<file path="config.mk">
export PLATFORM = sky130hd
export DESIGN_NAME = mem_access_sequencer_flat
export DESIGN_NICKNAME = d
export VERILOG_FILES = /design/src/rtl/mem_access_sequencer_if.sv /design/src/rtl/mem_access_sequencer.sv /design/src/flat_wrapper.sv
export SDC_FILE = /design/constraint.sdc
export NUM_CORES = 1
export LEC_CHECK = 0
export CORE_MARGIN = 3
export CORE_UTILIZATION = 47
export DETAILED_ROUTE_END_ITERATION = 6
export HOLD_SLACK_MARGIN = 0.03
export PLACE_DENSITY_LB_ADDON = 0.05
export SYNTH_ARGS = -nofsm -noshare
export SYNTH_HDL_FRONTEND = slang
export SYNTH_SLANG_ARGS = --single-unit
</file>
<file path="constraint.sdc">
create_clock -name clk -period 2.5 [get_ports clk]
set_input_delay 0.5 -clock clk [delete_from_list [all_inputs] [get_ports clk]]
set_output_delay 0.5 -clock clk [all_outputs]
set_load 0.02 [all_outputs]
</file>
<file path="src/rtl/mem_access_sequencer_if.sv">
// Requester, shared-bus and MAR/RAM strobe signals of mem_access_sequencer.
// The slave modport is the sequencer's view; the master modport is the CPU/RAM side.
interface mem_access_sequencer_if #(
    parameter int BUS_WIDTH = 16
);
    logic                 req0;
    logic                 we0;
    logic [BUS_WIDTH-1:0] addr0;
    logic [BUS_WIDTH-1:0] wdata0;
    logic                 ack0;
    logic                 req1;
    logic                 we1;
    logic [BUS_WIDTH-1:0] addr1;
    logic [BUS_WIDTH-1:0] wdata1;
    logic                 ack1;
    logic [BUS_WIDTH-1:0] rdata;
    logic                 err;
    logic                 busy;
    logic [BUS_WIDTH-1:0] bus_out;
    logic                 bus_oe;
    logic [BUS_WIDTH-1:0] bus_in;
    logic                 mar_le;
    logic                 mar_oe;
    logic                 ram_oe;
    logic                 ram_we;

    modport slave (
        input  req0, we0, addr0, wdata0, req1, we1, addr1, wdata1, bus_in,
        output ack0, ack1, rdata, err, busy, bus_out, bus_oe, mar_le, mar_oe, ram_oe, ram_we
    );

    modport master (
        output req0, we0, addr0, wdata0, req1, we1, addr1, wdata1, bus_in,
        input  ack0, ack1, rdata, err, busy, bus_out, bus_oe, mar_le, mar_oe, ram_oe, ram_we
    );
endinterface

</file>
<file path="src/rtl/mem_access_sequencer.sv">
// Round-robin two-port MAR/RAM access sequencer; requests are level-held until the one-cycle ack.
// Read ack 2+READ_WAIT cycles after grant cycle, write ack 3 (+READ_WAIT with MEM_SEQ_WRITE_VERIFY_EN).
module mem_access_sequencer #(
    parameter int BUS_WIDTH = 16,
    parameter int READ_WAIT = 1
) (
    input  logic                 clk,
    input  logic                 rst,
    mem_access_sequencer_if.slave io_bus
);
    typedef enum logic [2:0] {
        S_IDLE,
        S_ADDR,
        S_READ,
        S_WRITE,
        S_VERIFY,
        S_DONE
    } state_t;

    localparam logic [3:0] LP_WAIT_LAST = 4'(READ_WAIT - 1);

    state_t               r_state;
    logic                 r_rr_pri;
    logic                 r_id;
    logic                 r_we;
    logic [BUS_WIDTH-1:0] r_wdata;
    logic [3:0]           r_cnt;
    logic [BUS_WIDTH-1:0] r_rdata;
    logic                 r_ack0;
    logic                 r_ack1;
    logic                 r_err;
    logic                 r_busy;
    logic [BUS_WIDTH-1:0] r_bus_out;
    logic                 r_bus_oe;
    logic                 r_mar_le;
    logic                 r_mar_oe;
    logic                 r_ram_oe;
    logic                 r_ram_we;

    logic                 w_gnt1;
    logic                 w_we;
    logic [BUS_WIDTH-1:0] w_addr;
    logic [BUS_WIDTH-1:0] w_wdata;

    // r_rr_pri names the port that wins the next tie.
    assign w_gnt1  = io_bus.req1 & (~io_bus.req0 | r_rr_pri);
    assign w_we    = w_gnt1 ? io_bus.we1    : io_bus.we0;
    assign w_addr  = w_gnt1 ? io_bus.addr1  : io_bus.addr0;
    assign w_wdata = w_gnt1 ? io_bus.wdata1 : io_bus.wdata0;

    always_ff @(posedge clk) begin
        if (rst) begin
            r_state   <= S_IDLE;
            r_rr_pri  <= 1'b0;
            r_id      <= 1'b0;
            r_we      <= 1'b0;
            r_wdata   <= '0;
            r_cnt     <= '0;
            r_rdata   <= '0;
            r_ack0    <= 1'b0;
            r_ack1    <= 1'b0;
            r_err     <= 1'b0;
            r_busy    <= 1'b0;
            r_bus_out <= '0;
            r_bus_oe  <= 1'b0;
            r_mar_le  <= 1'b0;
            r_mar_oe  <= 1'b0;
            r_ram_oe  <= 1'b0;
            r_ram_we  <= 1'b0;
        end else begin
            r_ack0 <= 1'b0;
            r_ack1 <= 1'b0;
            r_err  <= 1'b0;
            case (r_state)
                S_IDLE: begin
                    if (io_bus.req0 || io_bus.req1) begin
                        r_id      <= w_gnt1;
                        r_rr_pri  <= ~w_gnt1;
                        r_we      <= w_we;
                        r_wdata   <= w_wdata;
                        r_bus_out <= w_addr;
                        r_bus_oe  <= 1'b1;
                        r_mar_le  <= 1'b1;
                        r_busy    <= 1'b1;
                        r_state   <= S_ADDR;
                    end
                end
                S_ADDR: begin
                    r_mar_le <= 1'b0;
                    r_mar_oe <= 1'b1;
                    if (r_we) begin
                        r_bus_out <= r_wdata;
                        r_ram_we  <= 1'b1;
                        r_state   <= S_WRITE;
                    end else begin
                        r_bus_oe  <= 1'b0;
                        r_bus_out <= '0;
                        r_ram_oe  <= 1'b1;
                        r_cnt     <= LP_WAIT_LAST;
                        r_state   <= S_READ;
                    end
                end
                S_READ: begin
                    if (r_cnt == 4'd0) begin
                        r_rdata  <= io_bus.bus_in;
                        r_ack0   <= ~r_id;
                        r_ack1   <= r_id;
                        r_mar_oe <= 1'b0;
                        r_ram_oe <= 1'b0;
                        r_state  <= S_DONE;
                    end else begin
                        r_cnt <= r_cnt - 4'd1;
                    end
                end
                S_WRITE: begin
                    r_bus_oe  <= 1'b0;
                    r_bus_out <= '0;
                    r_ram_we  <= 1'b0;
`ifdef MEM_SEQ_WRITE_VERIFY_EN
                    r_ram_oe  <= 1'b1;
                    r_cnt     <= LP_WAIT_LAST;
                    r_state   <= S_VERIFY;
`else
                    r_mar_oe  <= 1'b0;
                    r_ack0    <= ~r_id;
                    r_ack1    <= r_id;
                    r_state   <= S_DONE;
`endif
                end
`ifdef MEM_SEQ_WRITE_VERIFY_EN
                S_VERIFY: begin
                    // Read-back check only; rdata keeps the last real read.
                    if (r_cnt == 4'd0) begin
                        r_err    <= (io_bus.bus_in != r_wdata);
                        r_ack0   <= ~r_id;
                        r_ack1   <= r_id;
                        r_mar_oe <= 1'b0;
                        r_ram_oe <= 1'b0;
                        r_state  <= S_DONE;
                    end else begin
                        r_cnt <= r_cnt - 4'd1;
                    end
                end
`endif
                S_DONE: begin
                    r_busy  <= 1'b0;
                    r_state <= S_IDLE;
                end
                default: begin
                    r_busy  <= 1'b0;
                    r_state <= S_IDLE;
                end
            endcase
        end
    end

    assign io_bus.ack0    = r_ack0;
    assign io_bus.ack1    = r_ack1;
    assign io_bus.rdata   = r_rdata;
`ifdef MEM_SEQ_WRITE_VERIFY_EN
    assign io_bus.err     = r_err;
`else
    assign io_bus.err     = 1'b0;
`endif
    assign io_bus.busy    = r_busy;
    assign io_bus.bus_out = r_bus_out;
    assign io_bus.bus_oe  = r_bus_oe;
    assign io_bus.mar_le  = r_mar_le;
    assign io_bus.mar_oe  = r_mar_oe;
    assign io_bus.ram_oe  = r_ram_oe;
    assign io_bus.ram_we  = r_ram_we;
endmodule
</file>
<file path="src/flat_wrapper.sv">
// flat-port wrapper written by rule: the top's interface ports become plain ports
module mem_access_sequencer_flat 
#(
    parameter int BUS_WIDTH = 16,
    parameter int READ_WAIT = 1
)
  (clk, rst, io_bus_req0, io_bus_we0, io_bus_addr0, io_bus_wdata0, io_bus_req1, io_bus_we1, io_bus_addr1, io_bus_wdata1, io_bus_bus_in, io_bus_ack0, io_bus_ack1, io_bus_rdata, io_bus_err, io_bus_busy, io_bus_bus_out, io_bus_bus_oe, io_bus_mar_le, io_bus_mar_oe, io_bus_ram_oe, io_bus_ram_we);
  mem_access_sequencer_if #(.BUS_WIDTH(BUS_WIDTH)) io_bus_i ();
  input  logic clk;
  input  logic rst;
  input wire logic [$bits(io_bus_i.req0)-1:0] io_bus_req0;
  input wire logic [$bits(io_bus_i.we0)-1:0] io_bus_we0;
  input wire logic [$bits(io_bus_i.addr0)-1:0] io_bus_addr0;
  input wire logic [$bits(io_bus_i.wdata0)-1:0] io_bus_wdata0;
  input wire logic [$bits(io_bus_i.req1)-1:0] io_bus_req1;
  input wire logic [$bits(io_bus_i.we1)-1:0] io_bus_we1;
  input wire logic [$bits(io_bus_i.addr1)-1:0] io_bus_addr1;
  input wire logic [$bits(io_bus_i.wdata1)-1:0] io_bus_wdata1;
  input wire logic [$bits(io_bus_i.bus_in)-1:0] io_bus_bus_in;
  output wire logic [$bits(io_bus_i.ack0)-1:0] io_bus_ack0;
  output wire logic [$bits(io_bus_i.ack1)-1:0] io_bus_ack1;
  output wire logic [$bits(io_bus_i.rdata)-1:0] io_bus_rdata;
  output wire logic [$bits(io_bus_i.err)-1:0] io_bus_err;
  output wire logic [$bits(io_bus_i.busy)-1:0] io_bus_busy;
  output wire logic [$bits(io_bus_i.bus_out)-1:0] io_bus_bus_out;
  output wire logic [$bits(io_bus_i.bus_oe)-1:0] io_bus_bus_oe;
  output wire logic [$bits(io_bus_i.mar_le)-1:0] io_bus_mar_le;
  output wire logic [$bits(io_bus_i.mar_oe)-1:0] io_bus_mar_oe;
  output wire logic [$bits(io_bus_i.ram_oe)-1:0] io_bus_ram_oe;
  output wire logic [$bits(io_bus_i.ram_we)-1:0] io_bus_ram_we;
  assign io_bus_i.req0 = io_bus_req0;
  assign io_bus_i.we0 = io_bus_we0;
  assign io_bus_i.addr0 = io_bus_addr0;
  assign io_bus_i.wdata0 = io_bus_wdata0;
  assign io_bus_i.req1 = io_bus_req1;
  assign io_bus_i.we1 = io_bus_we1;
  assign io_bus_i.addr1 = io_bus_addr1;
  assign io_bus_i.wdata1 = io_bus_wdata1;
  assign io_bus_i.bus_in = io_bus_bus_in;
  assign io_bus_ack0 = io_bus_i.ack0;
  assign io_bus_ack1 = io_bus_i.ack1;
  assign io_bus_rdata = io_bus_i.rdata;
  assign io_bus_err = io_bus_i.err;
  assign io_bus_busy = io_bus_i.busy;
  assign io_bus_bus_out = io_bus_i.bus_out;
  assign io_bus_bus_oe = io_bus_i.bus_oe;
  assign io_bus_mar_le = io_bus_i.mar_le;
  assign io_bus_mar_oe = io_bus_i.mar_oe;
  assign io_bus_ram_oe = io_bus_i.ram_oe;
  assign io_bus_ram_we = io_bus_i.ram_we;
  mem_access_sequencer #(.BUS_WIDTH(BUS_WIDTH), .READ_WAIT(READ_WAIT)) u_core (.clk(clk), .rst(rst), .io_bus(io_bus_i));
endmodule
</file>
[After elaboration in Yosys (flattened, before gate mapping)]
Cells that the tools add are included.
Operators by class
  mux-type cells: 28
  $lt $le $gt $ge: 0
  add/sub/neg operators: 1
  shift-type cells: 0
  div/mod/pow operators: 0
  multiply operators: 0
  eq/ne operators: 8
  bitwise logic cells: 6
  reduce and logical (&&, ||, !) cells: 20
Operators by type and width (count)
  2-to-1 mux 16 bit: 4
  one-hot mux 16 bit (3 select lines): 1
  AND reduction 2 bit: 8
  one-hot mux 1 bit (2 select lines): 6
  one-hot mux 3 bit (4 select lines): 1
  2-to-1 mux 1 bit: 9
  AND reduction 3 bit: 3
  2-to-1 mux 4 bit: 2
  one-hot mux 4 bit (2 select lines): 1
  == test 3 x 2 -> 1 bit (second input constant): 2
  2-to-1 mux 3 bit: 2
  != test 2 x 1 -> 1 bit (second input constant): 3
  one-hot mux 1 bit (3 select lines): 2
  nonzero test 2 bit: 3
  nonzero test 3 bit: 2
  logical NOT 4 bit: 1
  != test 2 bit (second input constant): 2
  inverter 1 bit: 4
  subtractor 4 x 1 -> 4 bit (second input constant): 1
  == test 3 x 1 -> 1 bit (second input constant): 1
  logical NOT 3 bit: 1
  OR reduction 3 bit: 1
  AND 1 bit: 1
  logical OR 1 bit: 1
  bitwise OR 1 bit: 1
Word-level totals
  memory bits (read-only): 0
  RAM bits: 0
  input port bits: 86
  output and inout port bits: 41
  logic and storage cells: 79
  bits in latches: 0
  memories: 0
  register bits: 66

[Depth between registers and ports, before layout]
Gate-level depths: netlist of the first run.
  depth in word-level cells: 6
  depth in mapped cells: 7
  depth with buffers taken out: 6

[Worst setup path after synthesis of the first run]
No wires, ideal clock.
  kind: register -> register
  start point: register u_core.r_cnt[0]
  end point: register u_core.r_ram_oe, in the netlist u_core.io_bus.ram_oe
  arrival time: 1.492 ns
  stages on the path, launching flop included: 8
  path slack: 0.880 ns
  clock period less this slack: 1.620 ns
  buffers on the path: 1
  library setup time: 0.128 ns
  required time: 2.372 ns
  cells stage by stage: dfxtp_1 > inv_1 > ha_1 > nor3b_2 > nand2_1 > buf_2 > a21oi_1 > nor2_1
On the way
  longest elaborated chain between the ends: 3
RTL lines
  start: declaration: line mem_access_sequencer.sv:27  | logic [3:0] r_cnt;
  start signal: assignment: line mem_access_sequencer.sv:112  | r_cnt <= r_cnt - 4'd1;
  logical NOT 4 bit: line mem_access_sequencer.sv:104  | if (r_cnt == 4'd0) begin
  != test 2 x 1 -> 1 bit (no line)
  AND reduction 3 bit (no line)
  end signal: assignment: line mem_access_sequencer.sv:68  | r_ram_oe <= 1'b0;
  end signal: assignment: line mem_access_sequencer.sv:98  | r_ram_oe <= 1'b1;
  end signal: assignment: line mem_access_sequencer.sv:109  | r_ram_oe <= 1'b0;
  end: declaration: line mem_access_sequencer.sv:37  | logic r_ram_oe;
No other way between the ends.
A chain may end at the register's enable or synchronous reset.

[Final worst setup path of the first run]
  start point: input io_bus_req1
  end point: register u_core.r_wdata[15]
On the way
  longest elaborated chain between the ends: 2
  elaborated cells between the ends (all ways): 4
  classes of those cells: mux: 1; bitwise: 1; reduce/logical: 2
RTL lines
  start: declaration: line flat_wrapper.sv:15  | input wire logic [$bits(io_bus_i.req1)-1:0] io_bus_req1;
  AND 1 bit or logical OR 1 bit (tied branches): line mem_access_sequencer.sv:46, mem_access_sequencer.sv:76
  2-to-1 mux 16 bit or AND reduction 2 bit (tied branches)
  end signal: assignment: line mem_access_sequencer.sv:80  | r_wdata <= w_wdata;
  end: declaration: line mem_access_sequencer.sv:26  | logic [BUS_WIDTH-1:0] r_wdata;
Several ways; a longest one is shown, not always the timed one.

==> out/results.ini, run 1 <==
[clocking]
tritoncts.num_buffers = 9
postCtsResizedCells = 0
cts_num_sinks = 66
cts_tree = done
worst_skew_pair.late_latency_ps = 340
clock_path_buffers = 2
cts_setup_buffers = 0
cts.hold.buffers_added = 0
cts_htree_levels = 3
clock_transition_at_path_regs_ps = 70
clockRootBuffer = clkbuf_8

[placement]
dp_cells = 558
post_place_setup_slack_ps = 274.3
finalWeightedCongestion = 0.8144
numPortBuffers = 125
dpl.hpwl_mm = 6.137

[critical_path]
critical_path.cell_chain = clkdlybuf4s50_1 -> buf_4 -> nand2_1 -> a21oi_1 -> a211oi_1
critPathLaunch = io_bus_req1
critPathTopFamily = buffers and inverters
critPathArrivalTime_ps = 2140
critical_path_peak_fanout = 17
rrSetupSlack_ps = 560
cp-end-kind = flip-flop
r2r-start = u_core.r_state[1]
worstSetupPathType = in2reg
cpPeakStageDelay_ps = 580
cp_data_required_time_ps = 2700
rr_worst_depth = 5
critical_path_buf_inv_count = 2
slowest_cp_cell = clkdlybuf4s50_1
r2r-end = u_core.io_bus.mar_oe
critical_path.startpoint_type = input pin

[detailed_routing]
drt-wirelength-per-cell_um = 15.10
drt_wl_total_mm = 8.669
initialDrtViolationCount = 181
avgViaCountPerCell = 5.470
drt_drc_violations_left = 0
final_antenna_net_count = 0
first_pass_drt_iterations = 4
dr_total_vias = 3140

[grt]
antenna_violations_before_repair = 0
largest_net_degree_at_the_start_of_global_routing = 37
overflow = 0
grt_pass1_wl_mm = 13.63
first_global_vias = 2923
grt_util_all_layers_pct = 22.29

[logic_synthesis]
synth.cell_area_um2 = 3144
synth_edf_count = 0
number_of_warnings_issued_by_yosys = 0
synth-main-ff-cell = dfxtp_1
synth.distinct_cells = 40
synthesis.instances = 382
ys_async_sr_fraction_pct = 0
synth_seq_cells = 66
synthesis.area_per_instance_um2 = 8.231
synth_seq_area_share_pct = 42.02
postSynthNetCount = 470

[timing]
report.final.slew_viol_count = 0
finalHoldViolCount = 0
finClkSkew_ps = 7.780
fmax_ghz = 0.5159
grt_setup_unrepaired = no
tns_ps = 0
final.period_utilization_pct = 77.53
worstMarginPinSlew_ps = 694.1
layout_setup_ws_ps = 561.8
post-route-min-period_ps = 1938
setup-violations-final = 0
timing.slew.headroom_pct = 53.07

[min_path]
whs_path_depth = 2
source_of_the_worst_hold_timing_path = u_core.io_bus.rdata[8]
timing.hold.worst.class = reg2reg
worstHoldEndpoint = u_core.io_bus.rdata[8]

[final_layout]
area_growth_syn_to_layout_pct = 44.29
layout.cells.most_common_list = 124 x clkdlybuf4s50_1, 72 x nand2_1, 66 x dfxtp_1
layout_commonest_cell = clkdlybuf4s50_1
drive_above_1_share_pct = 8.652
nNetsFinal = 580
num-fill-cells = 549
layout.area.seq_um2 = 1321
insertedDiodeCount = 0
post_layout_nonfiller_instances = 574
multi_input_comb_area_um2 = 1610

[pwr]
pwr_density_cell_nw_per_um2 = 637.2
max_ir_drop_vdd_uv = 554.4
standby_leakage_power_nw = 1.641
p_total_w = 0.002891

[floorplanning]
placement_row_count = 29
initial_utilization_pct = 48.96
ios = 127
design.core.area_um2 = 6422
die_h_um = 87.79
dieArea_um2 = 7707
dieWidth_um = 87.79

[outcome]
status = finished clean

[job]
max_cap_viol_count = 0

## how the worst max path moves through the flow
stage	endpoint	depth (start not counted)	slack, ps
after floorplan	u_core.io_bus.ram_oe	7	880
after global placement	u_core.r_we	5	320
after detailed placement	u_core.r_wdata[15]	5	270
after CTS	u_core.io_bus.mar_oe	5	570
after global routing	u_core.r_wdata[11]	5	420
final	u_core.r_wdata[15]	5	560
## worst reg2reg max path: cells and delay by family (launching register included)
kind                   cells  cell delay, ps
DFF                        1             660
buffers and inverters      1             290
and+or+nand+nor            2             660
AOI/OAI and AO/OA          2             250
## report_power, final
part	switching [W]	internal, W	total (W)
clock network	0.000377	0.000383	0.000760
logic	0.000443	0.000432	0.000875
registers	0.0000812	0.00118	0.00126
total	0.000901	0.00199	0.00289
## routing by layer
| layer | GRT usage (%) | vias up | wire length, um |
|---|---|---|---|
| li1 | - | 1565 | - |
| met1 | 28.46 | 1450 | 3705 |
| met2 | 36.23 | 104 | 4131 |
| met3 | 4.327 | 21 | 580 |
| met4 | 10.46 | 0 | 251 |
| met5 | 0 | - | 0 |
## cell type report
cell class | instances | area share, %
multi-input cells | 277 | 35.49
repair buffers | 135 | 29.40
flip-flops and latches | 66 | 29.12
clock buffers | 13 | 3.282
well taps | 77 | 2.124
clock inverters | 3 | 0.3309
inverters | 3 | 0.2482
## metrics by stage
stage	area [um^2]	hold WS [ps]	util, %
final	4537	454.8	70.64
after global routing	4537	484.1	70.64
after CTS	4537	457.3	70.64
after detailed placement	4373	447.6	68.09
after global placement	4373	440.9	68.09
after floorplan	3144	406.5	-
## state kept, by name (all words and copies together) (netlist names)
register	flops
u_core.io_bus.bus_out	16
u_core.io_bus.rdata	16
u_core.r_wdata	16
u_core.r_cnt	4
u_core.r_state	3
u_core.io_bus.ack0	1
u_core.io_bus.ack1	1
u_core.io_bus.bus_oe	1
u_core.io_bus.busy	1
u_core.io_bus.mar_le	1
u_core.io_bus.mar_oe	1
u_core.io_bus.ram_oe	1
u_core.io_bus.ram_we	1
u_core.r_id	1
u_core.r_rr_pri	1
u_core.r_we	1
## cell usage after synthesis, types with 4 or more instances
| cell | count | share of area, % |
|---|---|---|
| clkbuf_1 | 11 | 1.3 |
| nand2_1 | 72 | 8.6 |
| dfxtp_1 | 66 | 42 |
| o21a_1 | 17 | 4.1 |
| a211oi_1 | 17 | 4.1 |
| buf_2 | 11 | 1.8 |
| nor2b_1 | 4 | 0.80 |
| buf_4 | 4 | 0.96 |
| a311oi_1 | 7 | 1.9 |
| a21oi_1 | 40 | 6.4 |
| nor2_1 | 43 | 5.1 |
| nand4_1 | 16 | 3.2 |
| nand3_1 | 17 | 2.7 |
| buf_6 | 6 | 2.1 |
| a311oi_2 | 11 | 5.3 |
## kinds of logic after synthesis
family	count (synthesis)	share of synthesized area, %
adders and majority gates	2	0.7957
muxes	4	1.313
DFF	66	42.02
and+or+nand+nor	170	24.95
AOI/OAI and AO/OA	100	23.76
other	1	0.1193
buffers and inverters	39	7.043
Note: power is estimated with default switching activity, not from simulation.
==> run 2: changes to the inputs <==
Settings changed: CORE_UTILIZATION 47 to 43.
Clock period 2.5 ns to 1.9 ns, I/O delays scaled along.
==> out/results.ini, run 2 (synthesized netlist as in run 1, its figures left out) <==
[pwr]
standby_leakage_power_nw = 1.773
p_total_w = 0.004244
max_ir_drop_vdd_uv = 449.5
pwr_density_cell_nw_per_um2 = 880.6

[clocking]
tritoncts.num_buffers = 9
cts.hold.buffers_added = 0
cts_htree_levels = 3
clockRootBuffer = clkbuf_8
cts_num_sinks = 66
clock_transition_at_path_regs_ps = 80
postCtsResizedCells = 0
cts_setup_buffers = 0
clock_path_buffers = 2
cts_tree = done
worst_skew_pair.late_latency_ps = 340

[timing]
fmax_ghz = 0.5783
worstMarginPinSlew_ps = 502.7
report.final.slew_viol_count = 0
timing.slew.headroom_pct = 66.44
post-route-min-period_ps = 1729
finClkSkew_ps = 7.516
finalHoldViolCount = 0
grt_setup_unrepaired = no
worst_hold_margin_ps = 355.6
setup-violations-final = 0
final.period_utilization_pct = 91.01
tns_ps = 0

[grt]
global_route.usage.met1_pct = 28.75
grt_pass1_wl_mm = 15.57
top_usage_layer = met2
largest_net_degree_at_the_start_of_global_routing = 40
fraction_of_met2_tracks_used_by_global_routing_pct = 36.21
grt_util_all_layers_pct = 22.95
overflow = 0
antenna_violations_before_repair = 0
first_global_vias = 3253
grt_use_met3_pct = 6.462

[floorplanning]
dieArea_um2 = 8374
dieWidth_um = 91.51
design.core.area_um2 = 6944
initial_utilization_pct = 45.28
placement_row_count = 30
ios = 127
die_h_um = 91.51

[final_layout]
multi_input_comb_area_um2 = 1617
post_layout_nonfiller_instances = 611
insertedDiodeCount = 0
layout.cells.most_common_list = 124 x clkdlybuf4s50_1, 72 x nand2_1, 66 x dfxtp_1
drive_above_1_share_pct = 12.23
layout_commonest_cell = clkdlybuf4s50_1
nNetsFinal = 598
layout.cell_area.non_filler_um2 = 4820
num-fill-cells = 558
layout.area.seq_um2 = 1321
area_growth_syn_to_layout_pct = 53.28

[critical_path]
critical_path.startpoint_type = flip-flop
cp-end-kind = flip-flop
critical_path_peak_fanout = 10
critPathArrivalTime_ps = 1970
cp_data_required_time_ps = 2140
worstSetupPathType = reg2reg

[placement]
dp_cells = 595
finalWeightedCongestion = 0.7835
post_dp_cell_area_um2 = 4594
dpl.hpwl_mm = 6.580
numPortBuffers = 125

[min_path]
timing.hold.worst.class = in2reg

[detailed_routing]
initialDrtViolationCount = 134
avgViaCountPerCell = 5.337
drt_drc_violations_left = 0
first_pass_drt_iterations = 5
drt-wirelength-per-cell_um = 15.40
dr_total_vias = 3261
final_antenna_net_count = 0
drt_wl_total_mm = 9.408

[job]
max_cap_viol_count = 0

[outcome]
status = finished clean

run 2: critical path: stages, from the launching register on:
cell,delay (ps)
dfxtp_1,590
nor3b_4,400
nand2b_1,220
and3_1,250
and2_1,160
run 2: path summary, 6_finish.rpt:
kind	endpoint	cells after the start	from	slack (ps)
setup reg to reg	u_core.io_bus.ack1	4	u_core.r_state[1]	170
hold / removal	u_core.io_bus.rdata[14]	2	rst	360
setup / recovery	u_core.io_bus.ack1	4	u_core.r_state[1]	170
hold reg to reg	u_core.io_bus.rdata[1]	2	u_core.io_bus.rdata[1]	460
run 2: layout make-up:
class | instances | area share [%]
multi-input cells | 277 | 33.54
flip-flops and latches | 66 | 27.41
repair buffers | 153 | 31.78
clock buffers | 11 | 2.934
inverters | 3 | 0.2336
clock inverters | 5 | 1.610
well taps | 96 | 2.492
run 2: layer usage:
metal / vias to the layer above / share of wire (%)
met5: - / 0
met4: 0 / 2.0
met3: 17 / 7.5
met2: 117 / 48
met1: 1525 / 42
li1: 1602 / -
run 2: through the flow:
stage | utilization (%) | worst slack, ps
final | 69.41 | 170.7
after CTS | 69.32 | 75.99
after detailed placement | 66.16 | -38.57
after global placement | 66.16 | 32.39
after global routing | 69.41 | 78.08
after floorplan | - | 280.2
run 2: report_power, final:
group	internal (W)	switching (W)
clock	0.000771	0.000547
sequential	0.00155	0.000106
combinational	0.000659	0.000616
total	0.00298	0.00127
==> run 3: changes to the inputs <==
Settings changed: CORE_MARGIN 3 to not set, CORE_UTILIZATION 43 to 40, DONT_BUFFER_PORTS set to 1.
==> out/results.ini, run 3 (synthesized netlist as in run 1, its figures left out) <==
[timing]
setup-violations-final = 0
report.final.slew_viol_count = 0
timing.slew.headroom_pct = 50.23
grt_setup_unrepaired = no
post-route-min-period_ps = 1633
finClkSkew_ps = 7.210
final.period_utilization_pct = 85.96
fmax_ghz = 0.6123
finalHoldViolCount = 0
tns_ps = 0
worstMarginPinSlew_ps = 746.4

[placement]
numPortBuffers = 0
finalWeightedCongestion = 0.7597
dpl.hpwl_mm = 5.425

[clocking]
clockRootBuffer = clkbuf_8
tritoncts.num_buffers = 9
clock_transition_at_path_regs_ps = 70
clock_path_buffers = 2
cts_htree_levels = 3
worst_skew_pair.late_latency_ps = 340
cts_num_sinks = 66
cts.hold.buffers_added = 0
cts_tree = done
cts_setup_buffers = 0
postCtsResizedCells = 0

[final_layout]
drive_above_1_share_pct = 13.00
num-fill-cells = 766
layout_commonest_cell = nand2_1
layout.cells.most_common_list = 72 x nand2_1, 66 x dfxtp_1, 43 x nor2_1
insertedDiodeCount = 0
nNetsFinal = 461
area_growth_syn_to_layout_pct = 7.561

[floorplanning]
dieWidth_um = 90.66
ios = 127
placement_row_count = 31
design.core.area_um2 = 7408
die_h_um = 90.66
initial_utilization_pct = 42.44
dieArea_um2 = 8219

[critical_path]
critPathArrivalTime_ps = 1870
cp-end-kind = flip-flop
rr_worst_depth = 4
setup.worst_path.end = u_core.io_bus.ack1
rrSetupSlack_ps = 270
critPathLaunch = u_core.r_state[0]
r2r-start = u_core.r_state[0]
critical_path.startpoint_type = flip-flop
cp_data_required_time_ps = 2130
critical_path_peak_fanout = 12
r2r-end = u_core.io_bus.ack1
worstSetupPathType = reg2reg

[outcome]
status = finished clean

[pwr]
standby_leakage_power_nw = 1.207
pwr_density_cell_nw_per_um2 = 1031
p_total_w = 0.003488
max_ir_drop_vdd_uv = 400.6

[detailed_routing]
drt_drc_violations_left = 0
avgViaCountPerCell = 5.525
drt-wirelength-per-cell_um = 16.32
drt_wl_total_mm = 7.768
final_antenna_net_count = 0
first_pass_drt_iterations = 4
initialDrtViolationCount = 111
dr_total_vias = 2630

[job]
max_cap_viol_count = 0

[grt]
overflow = 0
grt_util_all_layers_pct = 19.22
first_global_vias = 2413
largest_net_degree_at_the_start_of_global_routing = 64
antenna_violations_before_repair = 0
grt_pass1_wl_mm = 12.50

[min_path]
timing.hold.worst.class = in2reg

-- run 3: cell types whose count changed in the layout (fill, tap and decap cells not counted), sizes merged --
cell           delta
buf              -13
bufinv            -2
clkbuf            +1
clkdlybuf4s50   -124
clkinv            +1
clkinvlp          -1
-- run 3: worst min-delay path by stage --
stage,startpoint,to,slack (ps),depth (start not counted)
finish,rst,u_core.io_bus.bus_out[12],100,1
detailed placement,rst,u_core.io_bus.rdata[2],460,1
CTS,rst,u_core.io_bus.bus_out[11],90,1
floorplan,u_core.r_id,u_core.io_bus.ack0,410,1
global placement,u_core.r_id,u_core.io_bus.ack0,450,1
global route,rst,u_core.io_bus.bus_out[11],80,1
-- run 3: cell type report --
class,instances,area [um^2],share of cell area [%]
clock buffer,12,155.1,4.588
clock inverter,3,15.01,0.4440
timing repair buffer,16,145.1,4.292
multi-input combinational,277,1610,47.61
tap,99,123.9,3.663
sequential,66,1321,39.07
inverter,3,11.26,0.3330
-- run 3: metal layers --
layer,wire [um],vias to the layer above,track usage (%)
met5,0,-,0
met4,85,0,6.048
met3,721,7,8.165
met2,3458,94,28.41
met1,3502,1199,25.13
li1,-,1330,-
-- run 3: metrics by stage --
stage                     hold WS, ps  utilization, %  instance area [um^2]  setup slack (ps)  std cells
after floorplan                 406.5               -                  3144             280.2        382
after detailed placement        456.1           43.35                  3212             270.4        461
after global routing            80.38           45.65                  3382             126.6        476
final                           104.2           45.65                  3382             266.7        476
after global placement          447.0           43.35                  3212             304.8        461
after CTS                       85.51           45.65                  3382             262.0        476
-- run 3: where the power goes --
part	switching [W]	internal, W	total [W]
sequential	0.000229	0.00155	0.00178
clock	0.000502	0.000531	0.00103
combinational	0.000381	0.000299	0.000680
total	0.00111	0.00238	0.00349
-- run 3: worst max-delay path, cell delays in order (launching register included) --
cell and delay, ps:
dfxtp_1 440, nor3b_2 440, nand2b_1 240, and3_1 270, and2_1 150
